$ cat config.mk
export PLATFORM = sky130hd
export DESIGN_NAME = heater_array_ctrl
export DESIGN_NICKNAME = d
export VERILOG_FILES = /design/src/rtl/heater_pkg.sv /design/src/rtl/heater_pwm_chan.sv /design/src/rtl/heater_array_ctrl.sv
export SDC_FILE = /design/constraint.sdc
export NUM_CORES = 1
export LEC_CHECK = 0
export CORE_MARGIN = 5
export CORE_UTILIZATION = 41
export CTS_CLUSTER_DIAMETER = 60
export DETAILED_ROUTE_END_ITERATION = 7
export PLACE_DENSITY = 0.6
export SKIP_CTS_REPAIR_TIMING = 1
export SYNTH_ARGS = -nofsm -noshare
export SYNTH_HDL_FRONTEND = slang
export SYNTH_SLANG_ARGS = --single-unit
export TNS_END_PERCENT = 50
$ cat constraint.sdc
create_clock -name clk -period 6.5 [get_ports clk]
set_input_delay 1.95 -clock clk [delete_from_list [all_inputs] [get_ports clk]]
set_output_delay 1.95 -clock clk [all_outputs]
set_load 0.1 [all_outputs]
$ cat src/rtl/heater_pkg.sv
`default_nettype none
// ============================================================================
//  Module      : heater_pkg
//  Description : Shared types, default parameter values and helper functions
//                for the heater array controller.
//  Revision    : 1.0  initial release
// ============================================================================
package heater_pkg;

  // Default parameter values for the controller
  localparam int unsigned C_N_DEFAULT       = 18;
  localparam int unsigned C_DUTY_W_DEFAULT  = 8;
  localparam int unsigned C_RAMP_DEFAULT    = 1024;
  localparam int unsigned C_STAGGER_DEFAULT = 13;
  localparam int unsigned C_CNT_W_DEFAULT   = 16;
  localparam int unsigned C_WDOG_DEFAULT    = 32'd1 << 24;

  // Ramp FSM state encoding
  typedef enum logic [0:0] {
    ST_IDLE = 1'b0,
    ST_RAMP = 1'b1
  } ramp_state_e;

  // Index of the lowest set bit; returns 0 when no bit is set
  function automatic int unsigned lowest_set_idx(input logic [63:0] v);
    int unsigned idx;
    idx = 0;
    for (int i = 63; i >= 0; i--) begin
      if (v[i]) idx = i;
    end
    return idx;
  endfunction

  // Number of set bits in a 64-bit vector
  function automatic logic [6:0] popcount64(input logic [63:0] v);
    logic [6:0] c;
    c = '0;
    for (int i = 0; i < 64; i++) begin
      c = c + {6'd0, v[i]};
    end
    return c;
  endfunction

endpackage
`default_nettype wire

$ cat src/rtl/heater_pwm_chan.sv
`default_nettype none
// ============================================================================
//  Module      : heater_pwm_chan
//  Description : One heater channel: phase-offset PWM compare against the
//                shared counter, gated by the staged enable and registered.
//  Revision    : 1.0  initial release
// ============================================================================
module heater_pwm_chan
  import heater_pkg::*;
#(
  parameter int unsigned DUTY_W  = C_DUTY_W_DEFAULT,
  parameter int unsigned CHAN    = 0,
  parameter int unsigned STAGGER = C_STAGGER_DEFAULT
) (
  input  logic              clk,
  input  logic              rst_n,
  input  logic [DUTY_W-1:0] pwm_cnt,
  input  logic [DUTY_W-1:0] duty,
  input  logic              staged,
  output logic              heater_enable
);

  // Phase offset of this channel, wrapped to the counter width
  localparam logic [DUTY_W-1:0] C_OFFSET = DUTY_W'(CHAN * STAGGER);

  logic [DUTY_W-1:0] w_phase;
  logic              w_pwm_on;
  logic              heater_enable_d;
  logic              heater_enable_q;

  // Phase compare; an all-ones duty keeps the channel on continuously
  always_comb begin
    w_phase         = pwm_cnt + C_OFFSET;
    w_pwm_on        = (&duty) | (w_phase < duty);
    heater_enable_d = staged & w_pwm_on;
  end

  // Output register so the heater gate never sees combinational glitches
  always_ff @(posedge clk or negedge rst_n) begin
    if (!rst_n) begin
      heater_enable_q <= 1'b0;
    end else begin
      heater_enable_q <= heater_enable_d;
    end
  end

  assign heater_enable = heater_enable_q;

endmodule
`default_nettype wire

$ cat src/rtl/heater_array_ctrl.sv
`default_nettype none
// ============================================================================
//  Module      : heater_array_ctrl
//  Description : Staged turn-on controller for N heater channels with
//                phase-staggered PWM, sticky per-channel error latching and a
//                saturating error event counter.
//                Optional watchdog compiled in with `define HEATER_WATCHDOG_EN.
//  Revision    : 1.0  initial release
// ============================================================================
module heater_array_ctrl
  import heater_pkg::*;
#(
  parameter int unsigned N           = C_N_DEFAULT,
  parameter int unsigned DUTY_W      = C_DUTY_W_DEFAULT,
  parameter int unsigned RAMP_CYCLES = C_RAMP_DEFAULT,
  parameter int unsigned STAGGER     = C_STAGGER_DEFAULT,
  parameter int unsigned CNT_W       = C_CNT_W_DEFAULT,
  parameter int unsigned WDOG_CYCLES = C_WDOG_DEFAULT
) (
  input  logic              clk,
  input  logic              rst_n,
  input  logic [N-1:0]      enable_req,
  input  logic [DUTY_W-1:0] duty,
  input  logic [N-1:0]      err_clear,
  input  logic [N-1:0]      heater_error,
`ifdef HEATER_WATCHDOG_EN
  input  logic              wdog_kick,
  output logic              wdog_trip,
`endif
  output logic [N-1:0]      heater_enable,
  output logic [N-1:0]      heater_err_clear,
  output logic [N-1:0]      err_latched,
  output logic [CNT_W-1:0]  err_count,
  output logic              ramping
);

  localparam int unsigned       RAMP_W      = (RAMP_CYCLES > 1) ? $clog2(RAMP_CYCLES) : 1;
  localparam logic [RAMP_W-1:0] C_RAMP_LAST = RAMP_W'(RAMP_CYCLES - 1);
  localparam int unsigned       SUM_W       = CNT_W + 8;
  localparam logic [CNT_W-1:0]  C_CNT_MAX   = '1;

  ramp_state_e       state_q, state_d;
  logic [RAMP_W-1:0] ramp_cnt_q, ramp_cnt_d;
  logic [N-1:0]      staged_q, staged_d;
  logic [N-1:0]      err_latched_q, err_latched_d;
  logic [CNT_W-1:0]  err_count_q, err_count_d;
  logic [N-1:0]      err_clr_q, err_clr_d;
  logic [DUTY_W-1:0] pwm_cnt_q, pwm_cnt_d;

  logic [N-1:0]      w_target;
  logic [N-1:0]      w_pending;
  logic [N-1:0]      w_pick;
  int unsigned       w_pick_idx;
  logic [N-1:0]      w_rise;
  logic [SUM_W-1:0]  w_sum;
  logic              w_trip;

  // ---------------------------------------------------------------------------
  // Optional watchdog: missing kicks for WDOG_CYCLES holds every channel off
  // ---------------------------------------------------------------------------
`ifdef HEATER_WATCHDOG_EN
  localparam int unsigned       WDOG_W      = (WDOG_CYCLES > 1) ? $clog2(WDOG_CYCLES) : 1;
  localparam logic [WDOG_W-1:0] C_WDOG_LAST = WDOG_W'(WDOG_CYCLES - 1);

  logic [WDOG_W-1:0] wdog_cnt_q, wdog_cnt_d;
  logic              wdog_trip_q, wdog_trip_d;

  // Watchdog counter: a kick restarts it and releases a trip
  always_comb begin
    wdog_cnt_d  = wdog_cnt_q;
    wdog_trip_d = wdog_trip_q;
    if (wdog_kick) begin
      wdog_cnt_d  = '0;
      wdog_trip_d = 1'b0;
    end else if (!wdog_trip_q) begin
      if (wdog_cnt_q == C_WDOG_LAST) begin
        wdog_cnt_d  = '0;
        wdog_trip_d = 1'b1;
      end else begin
        wdog_cnt_d = wdog_cnt_q + WDOG_W'(1);
      end
    end
  end

  // Watchdog state registers
  always_ff @(posedge clk or negedge rst_n) begin
    if (!rst_n) begin
      wdog_cnt_q  <= '0;
      wdog_trip_q <= 1'b0;
    end else begin
      wdog_cnt_q  <= wdog_cnt_d;
      wdog_trip_q <= wdog_trip_d;
    end
  end

  assign w_trip    = wdog_trip_q;
  assign wdog_trip = wdog_trip_q;
`else
  assign w_trip = 1'b0;
`endif

  // Channels that may be on, and those still waiting for their ramp slot
  always_comb begin
    w_target   = enable_req & ~err_latched_q & ~{N{w_trip}};
    w_pending  = w_target & ~staged_q;
    w_pick_idx = lowest_set_idx(64'(w_pending));
    w_pick     = '0;
    for (int i = 0; i < N; i++) begin
      w_pick[i] = (w_pick_idx == i);
    end
  end

  // Ramp FSM state register; also holds the ramp counter and staged mask
  always_ff @(posedge clk or negedge rst_n) begin
    if (!rst_n) begin
      state_q    <= ST_IDLE;
      ramp_cnt_q <= '0;
      staged_q   <= '0;
    end else begin
      state_q    <= state_d;
      ramp_cnt_q <= ramp_cnt_d;
      staged_q   <= staged_d;
    end
  end

  // Ramp FSM next state: turn-off is immediate, turn-on one channel per slot
  always_comb begin
    state_d    = state_q;
    ramp_cnt_d = ramp_cnt_q;
    staged_d   = staged_q & w_target;
    case (state_q)
      ST_IDLE: begin
        if (|w_pending) begin
          state_d    = ST_RAMP;
          ramp_cnt_d = '0;
        end
      end
      ST_RAMP: begin
        if (!(|w_pending)) begin
          state_d    = ST_IDLE;
          ramp_cnt_d = '0;
        end else if (ramp_cnt_q == C_RAMP_LAST) begin
          staged_d   = staged_d | w_pick;
          ramp_cnt_d = '0;
          if (!(|(w_pending & ~w_pick))) begin
            state_d = ST_IDLE;
          end
        end else begin
          ramp_cnt_d = ramp_cnt_q + RAMP_W'(1);
        end
      end
      default: begin
        state_d    = ST_IDLE;
        ramp_cnt_d = '0;
      end
    endcase
    if (w_trip) begin
      staged_d = '0;
    end
  end

  // Ramp FSM outputs
  always_comb begin
    ramping = (state_q == ST_RAMP);
  end

  // Error latch (set wins over clear), saturating rise counter, pwm counter
  always_comb begin
    err_latched_d = (err_latched_q & ~(err_clear & ~heater_error)) | heater_error;
    w_rise        = err_latched_d & ~err_latched_q;
    w_sum         = SUM_W'(err_count_q) + SUM_W'(popcount64(64'(w_rise)));
    err_count_d   = (w_sum > SUM_W'(C_CNT_MAX)) ? C_CNT_MAX : w_sum[CNT_W-1:0];
    err_clr_d     = err_clear;
    pwm_cnt_d     = pwm_cnt_q + DUTY_W'(1);
  end

  // Error, clear-forwarding and pwm counter registers
  always_ff @(posedge clk or negedge rst_n) begin
    if (!rst_n) begin
      err_latched_q <= '0;
      err_count_q   <= '0;
      err_clr_q     <= '0;
      pwm_cnt_q     <= '0;
    end else begin
      err_latched_q <= err_latched_d;
      err_count_q   <= err_count_d;
      err_clr_q     <= err_clr_d;
      pwm_cnt_q     <= pwm_cnt_d;
    end
  end

  // Per-channel phase compare and registered gate
  for (genvar gi = 0; gi < N; gi++) begin : g_chan
    heater_pwm_chan #(
      .DUTY_W  (DUTY_W),
      .CHAN    (gi),
      .STAGGER (STAGGER)
    ) u_chan (
      .clk           (clk),
      .rst_n         (rst_n),
      .pwm_cnt       (pwm_cnt_q),
      .duty          (duty),
      .staged        (staged_q[gi]),
      .heater_enable (heater_enable[gi])
    );
  end

  assign heater_err_clear = err_clr_q;
  assign err_latched      = err_latched_q;
  assign err_count        = err_count_q;

endmodule
`default_nettype wire

== Yosys cells after proc, flatten, opt, wreduce, memory -nomap -nowiden ==
Index checks and enable logic that the tools add are counted.
Storage, ports and cells
  register bits after elaboration: 107
  bits of input ports: 64
Cells by class
  $add $sub $neg: 37
  $lt $le $gt $ge: 19
  eq/ne operators: 19
  mux-type cells: 31
  bitwise logic cells: 51
  reduce and logical (&&, ||, !) cells: 4
Operator list (count)
  32-bit 2-to-1 mux: 11
  32-bit by 4-bit == test with 1-bit output, second input constant: 8
  8-bit < comparator: 18
  32-bit by 3-bit == test with 1-bit output, second input constant: 4
  18-bit AND: 7
  18-bit inverter: 5
  7-bit by 1-bit adder with 7-bit output: 11
  8-bit adder, second input constant: 8
  32-bit by 2-bit == test with 1-bit output, second input constant: 2
  32-bit by 5-bit == test with 1-bit output, second input constant: 2
  18-bit 2-to-1 mux: 3
  8-bit by 7-bit adder with 8-bit output, second input constant: 5
  18-bit bitwise OR: 2
  18-bit OR reduction: 2
  5-bit 2-to-1 mux: 7
  32-bit by 1-bit == test with 1-bit output, second input constant: 1
  32-bit logical NOT: 1
  10-bit 2-to-1 mux: 3
  10-bit case mux with 2 select lines: 1
  1-bit AND: 18
  1-bit bitwise OR: 18
  16-bit by 7-bit adder with 17-bit output: 1
  17-bit by 16-bit greater-than comparator with 1-bit output, second input constant: 1
  8-bit by 6-bit adder with 8-bit output, second input constant: 2
  17 further kinds: 20

== Longest topological paths before layout ==
Gate-level depths: netlist of the first run.
  depth after elaboration: 29
  mapped depth: 22
  depth with buffers taken out: 20

== Hierarchy ==
A second synthesis of the first run with hierarchy kept.
Second synthesis, totals
  cell total of the unflattened synthesis: 1204
  area, all modules: 10521.3 um^2
Modules (own cells, without submodules)
  heater_array_ctrl: times used 1, cells each 453, area an instance 4684.5 um^2, seq. area each 2227.1 um^2
  heater_pwm_chan at g_chan[13].u_chan ...: times used 2, cells each 42, area an instance 334.1 um^2, seq. area each 25.0 um^2
  heater_pwm_chan at g_chan[6].u_chan ...: times used 2, cells each 43, area an instance 334.1 um^2, seq. area each 25.0 um^2
  heater_pwm_chan at g_chan[14].u_chan: times used 1, cells each 45, area an instance 354.1 um^2, seq. area each 25.0 um^2
  heater_pwm_chan at g_chan[15].u_chan: times used 1, cells each 47, area an instance 351.6 um^2, seq. area each 25.0 um^2
  heater_pwm_chan at g_chan[17].u_chan: times used 1, cells each 42, area an instance 346.6 um^2, seq. area each 25.0 um^2
  heater_pwm_chan at g_chan[7].u_chan: times used 1, cells each 46, area an instance 346.6 um^2, seq. area each 25.0 um^2
  heater_pwm_chan at g_chan[2].u_chan: times used 1, cells each 41, area an instance 345.3 um^2, seq. area each 25.0 um^2
  heater_pwm_chan at g_chan[3].u_chan: times used 1, cells each 46, area an instance 345.3 um^2, seq. area each 25.0 um^2
  heater_pwm_chan at g_chan[5].u_chan: times used 1, cells each 44, area an instance 340.3 um^2, seq. area each 25.0 um^2
  heater_pwm_chan at g_chan[12].u_chan: times used 1, cells each 41, area an instance 337.8 um^2, seq. area each 25.0 um^2
  heater_pwm_chan at g_chan[11].u_chan: times used 1, cells each 46, area an instance 334.1 um^2, seq. area each 25.0 um^2
  heater_pwm_chan at g_chan[10].u_chan: times used 1, cells each 42, area an instance 326.6 um^2, seq. area each 25.0 um^2
  heater_pwm_chan at g_chan[4].u_chan: times used 1, cells each 40, area an instance 295.3 um^2, seq. area each 25.0 um^2
  3 more rows

== Worst setup path after synthesis of the first run ==
Ideal clock, no wire load.
  kind: input port to flip-flop
  start: input port heater_error[0]
  end: register err_count_q[5] (netlist: err_count[5])
  setup time: 83 ps
  arrival: 7088 ps
  data required time: 6417 ps
  path slack: -670 ps
  stages: 19
  path buffers: 2
  cell sequence: nor2b_1 fa_1 inv_1 fa_1 fa_1 fa_1 fa_1 fa_1 fa_1 nor2b_1 o21ai_0 a21boi_0 o21ai_1 a21oi_1 and3_1 clkbuf_1 nand3_1 clkbuf_1 o21ai_0
Between the ends
  word-level cells in the longest chain between the ends: 26
RTL lines
  start, declared: RTL line heater_array_ctrl.sv:25  | input logic [N-1:0] heater_error,
  18-bit inverter: RTL line heater_array_ctrl.sv:169  | err_latched_d = (err_latched_q & ~(err_clear & ~heater_error)) | heater_error;
  18-bit AND: RTL line heater_array_ctrl.sv:169
  18-bit inverter: RTL line heater_array_ctrl.sv:169
  18-bit AND: RTL line heater_array_ctrl.sv:169
  18-bit bitwise OR (*): RTL line heater_array_ctrl.sv:169
  18-bit AND (*): RTL line heater_array_ctrl.sv:170  | w_rise = err_latched_d & ~err_latched_q;
  1-bit by 1-bit adder with 2-bit output (*): RTL line heater_pkg.sv:39  | c = c + {6'd0, v[i]};
  2-bit by 1-bit adder with 3-bit output (*): RTL line heater_pkg.sv:39
  3-bit by 1-bit adder with 4-bit output (*): RTL line heater_pkg.sv:39
  4-bit by 1-bit adder with 5-bit output (*): RTL line heater_pkg.sv:39
  5-bit by 1-bit adder with 6-bit output (*): RTL line heater_pkg.sv:39
  6-bit by 1-bit adder with 7-bit output (*): RTL line heater_pkg.sv:39
  7-bit by 1-bit adder with 7-bit output (*) (11 in a row): RTL line heater_pkg.sv:39
  16-bit by 7-bit adder with 17-bit output (*): RTL line heater_array_ctrl.sv:171  | w_sum = SUM_W'(err_count_q) + SUM_W'(popcount64(64'(w_rise)));
  17-bit by 16-bit greater-than comparator with 1-bit output: RTL line heater_array_ctrl.sv:172  | err_count_d = (w_sum > SUM_W'(C_CNT_MAX)) ? C_CNT_MAX : w_sum[CNT_W-1:0];
  16-bit 2-to-1 mux (*): RTL line heater_array_ctrl.sv:172
  named net err_count_d[5]: RTL line heater_array_ctrl.sv:46  | logic [CNT_W-1:0] err_count_q, err_count_d;
  end signal, assigned: RTL line heater_array_ctrl.sv:186  | err_count_q <= err_count_d;
  end, declared: RTL line heater_array_ctrl.sv:46
Mark *: on every way through the listed nets, which the timed path passes. The rest lies on a longest branch.
A chain may end at the register's enable or synchronous reset.

== Worst setup path after layout of the first run ==
  start: input port heater_error[12]
  end: register err_count_q[14] (netlist: err_count[14])
Between the ends
  word-level cells in the longest chain between the ends: 15
RTL lines (RTL line)
  18-bit inverter: heater_array_ctrl.sv:169
  18-bit AND: heater_array_ctrl.sv:169
  18-bit inverter: heater_array_ctrl.sv:169
  18-bit AND: heater_array_ctrl.sv:169
  18-bit bitwise OR (*): heater_array_ctrl.sv:169
  18-bit AND (*): heater_array_ctrl.sv:170
  7-bit by 1-bit adder with 7-bit output (*) (6 in a row): heater_pkg.sv:39
  16-bit by 7-bit adder with 17-bit output (*): heater_array_ctrl.sv:171
  17-bit by 16-bit greater-than comparator with 1-bit output: heater_array_ctrl.sv:172
  16-bit 2-to-1 mux (*): heater_array_ctrl.sv:172
  named net err_count_d[14]: heater_array_ctrl.sv:46
Marked as above.

==> results of run 1 <==
[state kept, by name, indices dropped and copies added, names as in the netlist]
name / cells
pwm_cnt_q: 8
g_chan.u_chan.heater_enable: 18
heater_err_clear: 18
err_latched: 18
staged_q: 18
err_count: 16
ramp_cnt_q: 10
ramping: 1
[worst paths after layout]
| path | to | cells after the start | startpoint |
|---|---|---|---|
| max reg2reg | err_count[14]$_DFF_PN0_ | 19 | err_latched[12]$_DFF_PN0_ |
| max | err_count[14]$_DFF_PN0_ | 20 | heater_error[12] |
| min | ramp_cnt_q[5]$_DFFE_PN0P_ | 1 | ramp_cnt_q[5]$_DFFE_PN0P_ |
| min in group asynchronous | ramp_cnt_q[0]$_DFFE_PN0P_ | 1 | rst_n |
| max in group asynchronous | pwm_cnt_q[2]$_DFF_PN0_ | 2 | rst_n |
| min reg2reg | ramp_cnt_q[5]$_DFFE_PN0P_ | 1 | ramp_cnt_q[5]$_DFFE_PN0P_ |
[layout make-up]
class	count	share of cell area
repair buffers	147	0.133
clock inverters	5	0.00418
clock buffers	10	0.0222
well taps	275	0.0320
inverters	79	0.0275
flip-flops and latches	107	0.249
multi-input cells	712	0.532
[worst max-delay path: cells and delay by family]
family | cells | cell delay [ns]
adder cells (fa/ha/maj) | 7 | 3.36
AO/OA/AOI/OAI | 6 | 0.73
AND/OR/NAND/NOR | 3 | 0.41
buffers and inverters | 4 | 0.30
[where the power goes]
group	switching (W)	internal (W)
Sequential	0.0000661	0.000735
Combinational	0.000706	0.000398
Clock	0.000282	0.000275
[cell usage after synthesis (all sizes together)]
| library cell | count | area (um^2) |
|---|---|---|
| a211oi | 4 | 45.1 |
| dfrtp | 107 | 2680 |
| nor4 | 3 | 18.8 |
| or4 | 4 | 41.3 |
| nand4 | 2 | 27.5 |
| a41oi | 2 | 17.5 |
| nand3b | 16 | 120 |
| o2111ai | 2 | 17.5 |
| mux2 | 1 | 11.3 |
| nand2b | 29 | 184 |
| o31ai | 1 | 7.51 |
| a21bo | 3 | 30.0 |
| fa | 13 | 260 |
| a21oi | 32 | 164 |
| inv | 79 | 297 |
| or2 | 2 | 12.5 |
| o22ai | 4 | 25.0 |
| and3 | 12 | 75.1 |
| o221ai | 2 | 17.5 |
| a221o | 1 | 10.0 |
| nand3 | 8 | 40.0 |
| o22a | 1 | 10.0 |
| nor3b | 18 | 170 |
| nor2b | 15 | 93.8 |
| a221oi | 1 | 8.76 |
| nor2 | 27 | 109 |
| ha | 135 | 1690 |
| clkbuf | 17 | 63.8 |
| a21o | 92 | 691 |
| a31oi | 24 | 150 |
| xnor2 | 55 | 482 |
| o21bai | 4 | 30.0 |
| xor2 | 29 | 254 |
| a21boi | 6 | 45.1 |
| nor3 | 10 | 61.3 |
| o221a | 1 | 11.3 |
| o21ai | 52 | 268 |
| or3 | 2 | 12.5 |
| o21ba | 1 | 10.0 |
| or3b | 9 | 91.3 |
| nand2 | 88 | 333 |
| buf | 25 | 178 |
| o32ai | 1 | 8.76 |
[logic make-up (layout without fill, tap and decap cells)]
logic type / count (synthesis) / count (layout) / synth area share
adders and majority gates: 148 / 148 / 0.220
DFF: 107 / 107 / 0.302
buffers and inverters: 121 / 241 / 0.0607
and+or+nand+nor: 245 / 245 / 0.157
xor gates and xnor gates: 84 / 84 / 0.0830
AOI/OAI and AO/OA: 234 / 234 / 0.177
muxes: 1 / 1 / 0.00127
[layout by cell type, fill, tap and decap left out, types with 14 or more instances in the layout]
master / instances
a21o_1: 92
a21oi_1: 30
a31oi_1: 24
buf_4: 14
clkdlybuf4s50_1: 125
dfrtp_1: 107
ha_1: 135
inv_1: 77
nand2_1: 87
nand2b_1: 26
nand3b_1: 16
nor2_1: 26
o21ai_0: 34
xnor2_1: 55
xor2_1: 29
[stage by stage]
stage	cells	instance area (um^2)	setup slack (ns)	TNS, ns	hold WS, ns
floorplan	940	8910	-0.105	-0.823	0.454
global placement	1319	10400	-0.778	-11.93	0.484
detailed placement	1319	10400	-0.821	-12.54	0.487
CTS	1334	10700	-0.483	-6.86	0.500
global route	1335	10800	-0.154	-0.666	0.513
finish	1335	10800	0.0216	0	0.499
[metal layers]
layer  share of wire  vias up  GRT usage
met4          0.0081        2     0.0340
met3           0.066       15     0.0539
li1                -     3472          -
met5         0.00029        -          0
met2            0.47      134      0.324
met1            0.46     3330      0.261
==> results.ini, run 1 <==
[outcome]
status = complete, no violations

[drt]
ant_nets = 0
avgRoutedWirePerCell_um = 17.8
drtIter0Drc = 341
via_per_inst = 5.21
vias = 6953
remaining_drc_errors = 0
drt_wl_total_um = 23800
drtPass1Iterations = 4

[power]
powerDensity_mw_per_mm2 = 229
post-layout-total-power_w = 0.00246
p_leak_nw = 5.36
vdd_drop_max_mv = 0.216

[logic_synthesis]
synthCells = 940
netlist_area_mm2 = 0.00887
ys_seq_elements = 107
syn_area_per_cell_um2 = 9.43
synthDistinctLibCells = 60
seq_area_frac_synth = 0.302
synth_nets = 1152
yosysWarningCount = 0

[die]
fp.dieArea_mm2 = 0.0247
start_util = 0.419
num_rows = 53
core_mm2 = 0.0212
die_w_um = 157
ios = 135
die_h_um = 157

[sta]
min_period_ns = 6.48
tightest_slew_ns = 1.03
slew_viol_final = 0
setup_viol = 0
hold_viol = 0
fmax_mhz = 154
relSlewSlack = 0.309
fin_crit_sh = 0.997
skew_ns = 0.0134
rsz0062_at_grt = yes

[final_layout]
fin_util = 0.509
drive_above_1_share = 0.0792
num-fill-cells = 2024
area_delta_synth_final_pct = 21.4
antenna_cells = 0
layout.nets = 1268
multiInputGateArea_mm2 = 0.00573
seq_area_mm2 = 0.00268

[clocking]
cts.sinks = 107
htree_levels = 3
cts_root_buf = clkbuf_16
cts-buffers-inserted = 9
clock_latency_ns = 0.36
clock_path_buffers = 2
clk_pin_slew_ns = 0.08
cts_tree = done

[worst_setup_path]
cp_max_fo = 4
start_kind = input port
critical_path_arrival_ns = 6.76
end_kind = flop
path_common_cell = fa_1
slowest_delay_ns = 0.58
slowest_stage = fa_1
timing_worst_setup_path_type = in2reg
r2r_slack_ns = 1.15
worstPathRequired_ns = 6.78
worstPathCellList = buf_8 > nand2b_4 > fa_1 > inv_1 > fa_1 > inv_2 > fa_1 > fa_1 > fa_1 > fa_2 > fa_2 > nor2b_2 > o21ai_2 > a21boi_2 > o21ai_2 > a21oi_2 > and3_4 > buf_6 > a31oi_1 > a41oi_1

[grt]
antenna_found_initial = 1
gr-total-overflow = 0
track_usage = 0.196
grt_max_degree = 69
grt_pass1_vias = 6931
grt_pass1_wl_um = 37800

[placed_design]
gp_congestion = 0.864
io_buffers = 134
dp_hpwl_um = 18400

[min_path]
min_path_type = reg2reg

[job]
cap_violations = 0

Power figures use the tool's default switching activity.
==> inputs of run 2 (changes only) <==
==> constraint.sdc (replaced) <==
create_clock -name clk -period 6.5 [get_ports clk]
set_input_delay 1.3 -clock clk [delete_from_list [all_inputs] [get_ports clk]]
set_output_delay 1.3 -clock clk [all_outputs]
set_load 0.1 [all_outputs]
==> run 2 against run 1 <==
  * Fmax grew 3.4%
  * Cell count hardly changed
  * Combinational power about the same
  * Clock-buffer cell count unchanged
  * Via count is 0.26% higher
  * Sequential power hardly changed
  * Power is 0.49% higher
  * Clock skew up 0.0018 ns
  * Routed wire length up 0.84%
  * Global-route usage rose by 0.12 points
  * Sequential cell count unchanged
  * Die area did not move
  * Largest cell class unchanged
  * Highest routed layer unchanged
==> results.ini, run 2 (synthesized netlist as in run 1, its figures left out) <==
[outcome]
status = complete, no violations

[min_path]
min_path_type = reg2reg

[grt]
grt_max_degree = 62
track_usage = 0.197
gr-total-overflow = 0
grt_pass1_wl_um = 38100
antenna_found_initial = 2
grt_pass1_vias = 6975

[drt]
remaining_drc_errors = 0
ant_nets = 0
drtIter0Drc = 249
vias = 6971
via_per_inst = 5.22
avgRoutedWirePerCell_um = 18.0
drt_wl_total_um = 24000
drtPass1Iterations = 4

[sta]
relSlewSlack = 0.299
min_period_ns = 6.27
whs_ns = 0.498
setup_tns_ns = 0
fin_crit_sh = 0.964
setup_viol = 0
tightest_slew_ns = 1.05
slew_viol_final = 0
fmax_mhz = 160
skew_ns = 0.0152
hold_viol = 0

[die]
core_mm2 = 0.0212
num_rows = 53
start_util = 0.419
die_w_um = 157
fp.dieArea_mm2 = 0.0247
ios = 135
die_h_um = 157

[final_layout]
num-fill-cells = 1999
area_delta_synth_final_pct = 21.2
antenna_cells = 0
mostFrequentLayoutCells = ha_1 (135), clkdlybuf4s50_1 (131), dfrtp_1 (107), a21o_1 (92), nand2_1 (87)
fin_util = 0.508
fin_area_mm2 = 0.0108
final_common_cell = ha_1
finalNonFillerCells = 1336
drive_above_1_share = 0.0716
layout.nets = 1269

[clocking]
cts_root_buf = clkbuf_16
clock_latency_ns = 0.36
cts_tree = done
htree_levels = 3
cts-buffers-inserted = 9
clock_path_buffers = 2
clk_pin_slew_ns = 0.08
cts.sinks = 107

[worst_setup_path]
timing_worst_setup_path_type = in2reg
start_kind = input port
end_kind = flop
critical_path_arrival_ns = 6.52
cp_max_fo = 2
r2r_slack_ns = 1.06
worstPathRequired_ns = 6.75

[power]
p_leak_nw = 5.33
powerDensity_mw_per_mm2 = 230
vdd_drop_max_mv = 0.284

[placed_design]
io_buffers = 134
dp_hpwl_um = 18400
gp_congestion = 0.860
post_dp_cell_area_mm2 = 0.0104
placed_cells = 1317

[job]
cap_violations = 0

## run 2: cell count changes in the layout (fill, tap and decap cells not counted), sizes merged
cell,previous run,this run
inv,81,80
clkinvlp,1,2
buf,16,15
clkbuf,13,10
dlymetal6s2s,3,2
clkdlybuf4s50,125,131
## run 2: critical path: stages
cell	delay (ns)
clkdlybuf4s50_1	0.48
nand2b_1	0.07
fa_1	0.55
inv_2	0.05
fa_1	0.59
inv_2	0.05
fa_2	0.55
fa_1	0.43
fa_1	0.47
fa_2	0.40
buf_4	0.15
nor2b_1	0.11
o21ai_0	0.11
a21oi_1	0.20
o21ai_0	0.12
a21boi_1	0.22
o2111ai_1	0.17
nor2_1	0.14
mux2_2	0.33
## run 2: routing by layer
layer | wire, um | up-vias | track usage | share of wire
met5 | 25 | - | 0 | 0.0010
met4 | 529 | 4 | 0.0598 | 0.022
met3 | 1490 | 30 | 0.0509 | 0.062
met2 | 11000 | 154 | 0.317 | 0.46
met1 | 11000 | 3314 | 0.261 | 0.46
li1 | - | 3469 | - | -
## run 2: through the flow
step                      total power [W]  setup slack [ns]
after global routing              0.00264           -0.0222
final                             0.00248             0.234
after global placement            0.00187            -0.468
after detailed placement          0.00189            -0.521
after floorplan                   0.00158           0.00594
after CTS                         0.00244            -0.173
## run 2: worst paths after layout
| kind | from | end | cells after the start |
|---|---|---|---|
| setup / recovery | heater_error[10] | err_count[15]$_DFF_PN0_ | 19 |
| hold / removal | ramp_cnt_q[3]$_DFFE_PN0P_ | ramp_cnt_q[3]$_DFFE_PN0P_ | 1 |
| setup reg to reg | err_latched[14]$_DFF_PN0_ | err_count[15]$_DFF_PN0_ | 18 |
| hold reg to reg | ramp_cnt_q[3]$_DFFE_PN0P_ | ramp_cnt_q[3]$_DFFE_PN0P_ | 1 |
| max in group asynchronous | rst_n | pwm_cnt_q[1]$_DFF_PN0_ | 2 |
| min in group asynchronous | rst_n | g_chan[10].u_chan.heater_enable$_DFF_PN0_ | 1 |
## run 2: cell type report
cell class / count / area [um^2] / share of cell area
clock buffer: 10 / 239 / 0.0222
clock inverter: 5 / 48.8 / 0.00454
inverter: 79 / 297 / 0.0276
multi-input combinational: 712 / 5690 / 0.529
sequential: 107 / 2680 / 0.249
tap: 275 / 344 / 0.0320
timing repair buffer: 148 / 1460 / 0.135
## run 2: power by group
group	switching (W)	total, W	internal, W	leakage [nW]
clock network	0.000271	0.000545	0.000274	0.134
registers	0.0000639	0.000799	0.000736	1.35
logic	0.000710	0.00113	0.000420	3.85
==> inputs of run 3 (changes only) <==
Settings changed: CTS_BUF_LIST set to sky130_fd_sc_hd__clkbuf_2.
==> run 3 against run 2 <==
  * Die area unchanged
  * Worst setup slack improved by 0.11 ns
  * First-iteration DRC count increased by 9.2%
  * Design area decreased by 2.3%
  * Sequential share of layout area increased by 0.59 points
  * Highest routed layer unchanged
  * Power decreased by 12%
  * Hold slack improved by 0.014 ns
  * Sequential cell count unchanged
  * Cell count decreased by 0.15%
==> results.ini, run 3 (synthesized netlist as in run 1, its figures left out) <==
[outcome]
status = complete, no violations

[power]
intPower_w = 0.00118
switchingPower_w = 0.00100
powerDensity_mw_per_mm2 = 207
power_frac_clock = 0.137
share_comb_of_total_power = 0.496
p_leak_nw = 5.21
vdd_drop_max_mv = 0.274
seq_power_share = 0.367
p_sw_frac = 0.460

[final_layout]
layout.nets = 1266
final_common_cell = ha_1
fin_area_mm2 = 0.0105
drive_above_1_share = 0.0605
multiInputGateArea_mm2 = 0.00566
finalNonFillerCells = 1334
area_delta_synth_final_pct = 18.4
mostFrequentLayoutCells = ha_1 (135), clkdlybuf4s50_1 (133), dfrtp_1 (107), a21o_1 (92), nand2_1 (87)
num-fill-cells = 2030
fin_util = 0.496
seq_area_mm2 = 0.00268

[clocking]
cts.sinks = 107
clk_pin_slew_ns = 0.34
cts-buffers-inserted = 9
clock_latency_ns = 0.64
cts_root_buf = clkbuf_2
htree_levels = 3
clock_path_buffers = 2
cts_tree = done

[worst_setup_path]
critical_path_arrival_ns = 6.70
path_common_cell = fa_1
end_kind = flop
path_buf_inv = 4
r2r-start = err_latched[14]$_DFF_PN0_
cp-startpoint = heater_error[14]
worstPathRequired_ns = 7.04
start_kind = input port
worstPathCellList = clkdlybuf4s50_1 > nand2b_1 > fa_1 > inv_1 > fa_1 > inv_1 > fa_2 > fa_1 > fa_1 > fa_2 > fa_1 > nor2b_2 > o21ai_0 > a21boi_1 > o21ai_1 > a21oi_1 > and3_1 > nand3_1 > buf_4 > o21ai_0
slowest_stage = fa_1
timing_worst_setup_path_type = in2reg
slowest_delay_ns = 0.60
cp_max_fo = 13
crit_family = adder cells

[drt]
remaining_drc_errors = 0
drtIter0Drc = 272
via_per_inst = 5.22
avgRoutedWirePerCell_um = 17.8
drtPass1Iterations = 5
vias = 6957
drt_wl_total_um = 23800
ant_nets = 0

[die]
num_rows = 53
start_util = 0.419
ios = 135
core_mm2 = 0.0212
fp.dieArea_mm2 = 0.0247
die_w_um = 157
die_h_um = 157

[sta]
setup_ws_ns = 0.340
setup_tns_ns = 0
setup_viol = 0
slew_viol_final = 0
min_period_ns = 6.16
tightest_slew_ns = 1.05
hold_viol = 0
relSlewSlack = 0.300
rsz0062_at_grt = no
fin_crit_sh = 0.948
fmax_mhz = 162
skew_ns = 0.0562

[placed_design]
io_buffers = 134
placed_cells = 1317
post-place-ws_ns = -0.521
post_dp_cell_area_mm2 = 0.0104
gp_congestion = 0.860
dp_hpwl_um = 18400

[job]
cap_violations = 0

[grt]
grt_pass1_vias = 6953
gr-total-overflow = 0
track_usage = 0.196
antenna_found_initial = 3
grt_pass1_wl_um = 37900
grt_max_degree = 62

[min_path]
min_path_type = reg2reg
min_from = ramp_cnt_q[3]$_DFFE_PN0P_

-- run 3: final cells by class --
type	count	share of cell area
diodes	1	0.000238
inverters	79	0.0282
well taps	275	0.0328
clock inverters	6	0.00500
multi-input cells	712	0.539
clock buffers	9	0.00429
repair buffers	145	0.135
flip-flops and latches	107	0.255
-- run 3: power by group through the flow --
stage | registers, W | logic [W] | clock network (W)
finish | 0.000800 | 0.00108 | 0.000298
global route | 0.000812 | 0.00120 | 0.000341
CTS | 0.000801 | 0.00108 | 0.000313
detailed placement | 0.000811 | 0.00108 | 0
global placement | 0.000810 | 0.00106 | 0
floorplan | 0.00111 | 0.000469 | 0
-- run 3: final timing paths --
check | slack [ns] | depth (start not counted) | end
worst max-delay path | 0.34 | 20 | err_count[3]$_DFF_PN0_
worst min-delay path | 0.51 | 1 | ramp_cnt_q[3]$_DFFE_PN0P_
worst max register to register | 0.89 | 19 | err_count[3]$_DFF_PN0_
worst min register to register | 0.51 | 1 | ramp_cnt_q[3]$_DFFE_PN0P_
max in group asynchronous | 4.66 | 2 | g_chan[7].u_chan.heater_enable$_DFF_PN0_
min in group asynchronous | 0.67 | 1 | g_chan[10].u_chan.heater_enable$_DFF_PN0_
-- run 3: stage by stage --
stage          hold WS, ns  total power [W]
3_3_place_gp         0.479          0.00187
3_5_place_dp         0.484          0.00189
2_1_floorplan        0.454          0.00158
4_1_cts              0.510          0.00219
6_report             0.512          0.00218
5_1_grt              0.520          0.00235
-- run 3: routing by layer --
metal / vias up / track usage / share of wire / wire length, um
li1: 3458 / - / - / -
met4: 4 / 0.0504 / 0.019 / 457
met2: 173 / 0.317 / 0.46 / 10800
met1: 3296 / 0.261 / 0.46 / 10800
met3: 26 / 0.0531 / 0.068 / 1630
met5: - / 0 / 0.0011 / 25
